[config.mk]
export PLATFORM = sky130hd
export DESIGN_NAME = dbg_frame_tx
export DESIGN_NICKNAME = d
export VERILOG_FILES = /design/src/rtl/dbg_frame_tx.sv
export SDC_FILE = /design/constraint.sdc
export NUM_CORES = 1
export LEC_CHECK = 0
export BUFFER_PORTS_ARGS = -buffer_cell sky130_fd_sc_hd__buf_2
export CAP_MARGIN = 15
export CORE_MARGIN = 3
export CORE_UTILIZATION = 58
export CTS_CLUSTER_SIZE = 14
export DETAILED_ROUTE_END_ITERATION = 6
export PLACE_DENSITY = 0.8
export SLEW_MARGIN = 20
export SYNTH_ARGS = -nofsm -noshare
export SYNTH_HDL_FRONTEND = slang
export SYNTH_SLANG_ARGS = --single-unit
[constraint.sdc]
create_clock -name clk -period 3.26 [get_ports clk]
set_input_delay 0.163 -clock clk [delete_from_list [all_inputs] [get_ports clk]]
set_output_delay 0.163 -clock clk [all_outputs]
set_load 0.005 [all_outputs]
[src/rtl/dbg_frame_tx.sv]
// dbg_frame_tx: sends a 6-byte debug frame (sync, 4 data bytes LSB first,
// additive checksum) over a byte-wide UART transmitter, either periodically
// or on demand via trigger.
module dbg_frame_tx #(
   parameter int unsigned PERIOD    = 10000,
   parameter logic [7:0]  SYNC_BYTE = 8'hA5
) (
   input  logic        clk,
   input  logic        rst,
   input  logic [31:0] word_in,
   input  logic        trigger,
   input  logic        uart_tx_busy,
   output logic        uart_tx_en,
   output logic [7:0]  uart_tx_data,
   output logic        frame_busy,
   output logic [15:0] frames_sent
);

   typedef enum logic [2:0] {
      IDLE,
      LOAD,
      SEND,
      HOLD,
      WAIT
   } state_t;

   localparam logic [15:0] TIMER_LAST = 16'(PERIOD - 1);
   localparam logic [2:0]  LAST_IDX   = 3'd5;

   state_t      state;
   logic [15:0] timer;
   logic        pending;
   logic [2:0]  idx;
   logic [31:0] snap;
   logic [7:0]  chk;
   logic [7:0]  cur_byte;
   logic [7:0]  word_sum;

   // Checksum of the live word; captured together with the snapshot in LOAD
   always_comb begin
      word_sum = word_in[7:0] + word_in[15:8] + word_in[23:16] + word_in[31:24];
   end

   // Frame byte addressed by the current index
   always_comb begin
      cur_byte = SYNC_BYTE;
      case (idx)
         3'd1:    cur_byte = snap[7:0];
         3'd2:    cur_byte = snap[15:8];
         3'd3:    cur_byte = snap[23:16];
         3'd4:    cur_byte = snap[31:24];
         3'd5:    cur_byte = chk;
         default: cur_byte = SYNC_BYTE;
      endcase
   end

   // Frame sequencer with registered strobe, data, busy flag and frame counter
   always_ff @(posedge clk or posedge rst) begin
      if (rst) begin
         state        <= IDLE;
         timer        <= '0;
         pending      <= 1'b0;
         idx          <= '0;
         snap         <= '0;
         chk          <= '0;
         uart_tx_en   <= 1'b0;
         uart_tx_data <= '0;
         frame_busy   <= 1'b0;
         frames_sent  <= '0;
      end else begin
         uart_tx_en <= 1'b0;
         // Triggers arriving mid-frame collapse into one pending request;
         // LOAD handles its own cycle below.
         if (trigger && state != IDLE && state != LOAD)
            pending <= 1'b1;
         case (state)
            IDLE: begin
               if (timer == TIMER_LAST || trigger || pending) begin
                  state      <= LOAD;
                  frame_busy <= 1'b1;
                  timer      <= '0;
               end else begin
                  timer <= timer + 16'd1;
               end
            end
            LOAD: begin
               snap    <= word_in;
               chk     <= word_sum;
               idx     <= '0;
               timer   <= '0;
               // A trigger landing on the LOAD cycle still earns a follow-up frame
               pending <= trigger;
               state   <= SEND;
            end
            SEND: begin
               if (!uart_tx_busy) begin
                  uart_tx_en   <= 1'b1;
                  uart_tx_data <= cur_byte;
                  state        <= HOLD;
               end
            end
            HOLD: begin
               state <= WAIT;
            end
            WAIT: begin
               if (!uart_tx_busy) begin
                  if (idx < LAST_IDX) begin
                     idx   <= idx + 3'd1;
                     state <= SEND;
                  end else begin
                     frames_sent <= frames_sent + 16'd1;
                     frame_busy  <= 1'b0;
                     state       <= IDLE;
                  end
               end
            end
            default: begin
               state      <= IDLE;
               frame_busy <= 1'b0;
            end
         endcase
      end
   end

endmodule

== Yosys cells after proc, flatten, opt, wreduce, memory -nomap -nowiden ==
Index checks and enable logic that the tools add are counted.

* Add/sub/neg operators: 6
* Shifts and indexed selects: 0
* Mux-type cells: 19
* Div/mod/pow operators: 0
* Reductions and logical operators: 15
* Order comparisons: 1
* Bitwise gates (word level): 3
* Equality and inequality tests: 16
* Multipliers: 0

{| class="wikitable"
|+ Operators by type and width
! operator !! count
|-
| 8-bit one-hot mux with 5 select lines || 1
|-
| 16-bit by 1-bit adder with 16-bit output, second input constant || 2
|-
| 16-bit one-hot mux with 2 select lines || 1
|-
| 8-bit adder || 3
|-
| 16-bit by 14-bit equality test with 1-bit output, second input constant || 1
|-
| 16-bit two-way mux || 1
|-
| 3-bit two-way mux || 5
|-
| 3-bit one-hot mux with 5 select lines || 1
|-
| 3-bit by 2-bit equality test with 1-bit output, second input constant || 4
|-
| 2-bit inequality test, second input constant || 5
|-
| 3-bit equality test, second input constant || 3
|-
| 3-bit AND reduction || 3
|-
| 1-bit two-way mux || 7
|-
| 3-bit by 1-bit equality test with 1-bit output, second input constant || 2
|-
| 3-bit one-hot mux with 2 select lines || 1
|-
| 2-bit nonzero test || 3
|-
| 4-bit AND reduction || 1
|-
| 3-bit by 1-bit adder with 3-bit output, second input constant || 1
|-
| 3-bit logical NOT || 1
|-
| 3-bit less-than comparator, second input constant || 1
|-
| 3-bit by 1-bit inequality test with 1-bit output, second input constant || 1
|-
| 1-bit inverter || 3
|-
| 1-bit one-hot mux with 3 select lines || 1
|-
| 3-bit nonzero test || 1
|-
| other kinds (5) || 7
|}

* Output and inout bits: 26
* Memories: 0
* Register bits: 89
* Logic and storage cells: 70
* ROM bits: 0
* Bits in latches: 0
* Bits in writable memories: 0

== Logic depth before layout (Yosys ltp) ==
* Depth in word-level cells: 5
* Gate-level depth with buffers: 12
* Mapped depth without buffers: 12

== Least setup slack after synthesis ==
Ideal clock, no wire load.

* Kind: input -> register
* Start point: input port word_in[1]
* End point: register chk[7]
* Arrival: 2.468 ns
* Buffers on the path: 0
* Required time: 3.124 ns
* Path slack: 0.656 ns
* Stages on the path: 12
* Cell sequence: inv_1 > fa_1 > inv_1 > fa_1 > ha_1 > inv_1 > fa_1 > nand2b_1 > a21oi_1 > o22ai_1 > xnor2_1 > o21ai_0

* Cells in the longest elaborated chain, start to end: 3

{| class="wikitable"
|+ Ends and longest elaborated chain
! element !! RTL line !! source
|-
| start, declared || 10 || <nowiki>input logic [31:0] word_in,</nowiki>
|-
| 8-bit adder (3 in a row) || 41 || <nowiki>word_sum = word_in[7:0] + word_in[15:8] + word_in[23:16] + word_in[31:24];</nowiki>
|-
| end signal, assigned || 88 || <nowiki>chk <= word_sum;</nowiki>
|-
| end, declared || 35 || <nowiki>logic [7:0] chk;</nowiki>
|}

Every way passes these cells.
A chain may end at the register's enable or synchronous reset.

== Worst setup path in the final report ==
Ends and elaborated chain as after synthesis.

==> run_results.csv <==
group,metric,value,unit
drt,antenna_left,0,
global_route,grt_pass1_vias,3694,
yosys,yosysSeqAreaShare,0.462,
critical_path,cp_max_fo,2,
clock_network,cts_hold_buffers,1,
yosys,syn_inst,479,
clock_network,htreeDepth,3,
yosys,synthesis.nets,545,
clock_network,clock_latency,0.36,ns
die,io_pins,62,
global_route,grt_pass1_wl,17.6,mm
critical_path,cp.required,3.54,ns
yosys,syn_area,0.00482,mm^2
timing,clock_skew,0.0102,ns
drt,dr.pass1.iters,4,
critical_path,slowest_stage,"fa_1",
drt,routed_wl,10.1,mm
yosys,ys_types,54,
global_route,antenna_found_initial,0,
power_and_ir_drop,leakage,0.00251,uW
clock_network,postCtsSetupRepairBufs,0,
timing,fin_tns_setup,0,ns
finish,nets,600,
finish,n_fill_cell,610,
critical_path,path_cells,"buf_2 -> inv_1 -> fa_1 -> inv_1 -> fa_1 -> ha_1 -> inv_1 -> fa_1 -> nand2b_1 -> a21oi_1 -> o22ai_1 -> xnor2_1 -> o21ai_0",
clock_network,clock_path_buffers,2,
drt,via_count,3685,
drt,wl_per_cell,15.9,um
timing,rsz0062_at_grt,"false",
critical_path,ff2ff_path_depth,6,
yosys,synth_flop_cell,"dfrtp_1",
drt,drt-initial-drc-count,130,
yosys,ys_warn_count,0,
timing,finalHoldViolations,0,
die,die_x,97.2,um
placed_design,placed_cells,624,
critical_path,r2r-start,"idx[2]",
die,dieHeight,97.2,um
timing,period_needed,2.54,ns
finish,syn_to_final_growth,11.8,%
critical_path,regToRegEndpoint,"frames_sent[12]",
yosys,avgSynthCellArea,10.1,um^2
power_and_ir_drop,max-vdd-ir-drop,0.000359,V
finish,diodes,0,
timing,setup_viol,0,
die,start_util,0.612,
critical_path,slowest_delay,0.54,ns
placed_design,dp_hpwl,7.22,mm
timing,slew_headroom,0.422,
yosys,synth_edf_count,0,
clock_network,clk_pin_slew,0.08,ns
finish,final_cell_count_no_fill,640,
clock_network,cts_buffers,9,
power_and_ir_drop,cellPowerDensity,662,mW/mm^2
critical_path,crit_type,"primary input to register",
placed_design,gp_congestion,0.888,
timing,fmax,394,MHz
drt,drc,0,
global_route,grt_max_degree,54,
placed_design,numPortBuffers,61,
clock_network,cts_root_buf,"clkbuf_8",
critical_path,reg2reg_slack,0.90,ns
critical_path,crit_path_start,"word_in[1]",
clock_network,cts_num_sinks,89,
timing,slew_viol_final,0,
placed_design,dpl_cell_area,0.00519,mm^2
die,dieArea,0.00945,mm^2
finish,drive_gt1_frac,0.203,
status,outcome,"finished, final reports clean",
critical_path,start_kind,"primary input",
drt,via_per_inst,5.76,
yosys,synthArstFlopShare,1.00,
global_route,grt_use_total,0.230,
global_route,overflow,0,
job,drv_cap,0,
clock_network,cts_tree,"yes",
finish,final_core_util,0.684,
hold_path,hp-class,"primary input to register",
timing,worst_pin_slew,0.867,ns
critical_path,crit_end,"chk[7]",
finish,finalInstanceArea,0.00539,mm^2
timing,finalCritPeriodShare,0.778,
clock_network,cts-resized-gates,0,
critical_path,cp.arrival,2.82,ns
die,rows,32,
yosys,synth_seq_cells,89,
die,core,0.00789,mm^2
critical_path,crit_path_end_kind,"register",
timing,fin_hold_ws,0.0233,ns
## flip-flops by register name (all words and copies together) (netlist names)
name / flops
uart_tx_data: 8
pending: 1
timer: 16
idx: 3
chk: 8
uart_tx_en: 1
frame_busy: 1
snap: 32
frames_sent: 16
state: 3
## synth_stat cells, types with 3 or more instances
cell type,instances,area (um^2)
and2_1,4,25.0
a221oi_1,3,26.3
and3_1,4,25.0
nor2_1,22,82.6
nand4_1,9,56.3
o21ai_0,47,235
a311oi_1,5,43.8
mux2i_1,3,30.0
mux2_2,14,158
a22o_1,5,43.8
nand2_1,62,233
nor3b_1,4,30.0
buf_1,3,11.3
buf_2,3,15.0
nand3_1,7,35.0
a32oi_1,3,26.3
a31o_2,3,26.3
o31ai_1,4,30.0
a21oi_1,15,75.1
ha_1,16,200
or3_1,3,18.8
dfrtp_1,89,2230
xnor2_1,22,193
nor4_1,4,25.0
xor2_1,4,35.0
nor3_1,7,35.0
clkbuf_1,13,48.8
a22oi_1,9,67.6
fa_1,14,280
inv_1,42,158
o21a_1,3,22.5
## per-layer routing
metal | share of wire | GRT usage | vias up | routed length, um
met5 | 0 | 0 | - | 0
met4 | 0.022 | 0.0853 | 0 | 224
li1 | - | - | 1768 | -
met1 | 0.44 | 0.302 | 1816 | 4480
met2 | 0.49 | 0.375 | 83 | 5000
met3 | 0.044 | 0.0524 | 18 | 450
## logic make-up after synthesis
kind of cell             synth area share
flip-flops                          0.462
adder cells (fa/ha/maj)            0.0996
multiplexers                       0.0389
XOR/XNOR                           0.0472
buffers and inverters              0.0545
AND/OR/NAND/NOR                     0.154
AO/OA/AOI/OAI                       0.145
## final cells by class
class | instances | area [um^2] | share of cell area
multi-input cells | 326 | 2340 | 0.434
flip-flops and latches | 89 | 2230 | 0.413
repair buffers | 66 | 345 | 0.0640
inverters | 42 | 159 | 0.0295
clock buffers | 11 | 141 | 0.0262
well taps | 102 | 128 | 0.0237
clock inverters | 4 | 53.8 | 0.00997
## worst max-delay path: cells and delay by family
family	cells	cell delay [ns]
AO/OA/AOI/OAI	3	0.49
AND/OR/NAND/NOR	1	0.18
buffers and inverters	4	0.24
adder cells (fa/ha/maj)	4	1.61
XOR/XNOR	1	0.13
## worst min path at each step
stage                  to  cells past startpoint         from  slack (ns)
4_1_cts          snap[23]                      3  word_in[23]        0.01
5_1_grt           snap[7]                      3   word_in[7]        0.01
2_1_floorplan    snap[23]                      2  word_in[23]        0.27
3_5_place_dp     timer[2]                      2          rst        0.35
6_report         snap[23]                      3  word_in[23]        0.02
3_3_place_gp   frame_busy                      2          rst        0.33
## power breakdown
group,internal (uW),switching [uW],leakage (uW)
combinational,516,639,0.00128
clock,373,394,0.0000916
sequential,1420,226,0.00113
total,2310,1260,0.00251
## layout by cell type, fill, tap and decap left out, drive strengths merged, types with 4 or more instances in the layout
cell and n:
nand3 9, a22o 5, dfrtp 89, a22oi 9, xnor2 22, o31ai 4, clkbuf 11, nor2 22
buf 65, inv 41, and3 5, a311oi 5, nor3b 4, a21oi 15, ha 16, nand2 62
o21ai 47, fa 14, xor2 4, nor4 5, and2 4, mux2 14, nand4 9, nor3 8
## metrics by stage
step                      total power, uW  setup WS, ns
after floorplan                      2510         0.656
after global placement               2750         0.462
after detailed placement             2820         0.434
after CTS                            3590         0.729
after global routing                 3830         0.586
final                                3570         0.724
Power figures use the tool's default switching activity.
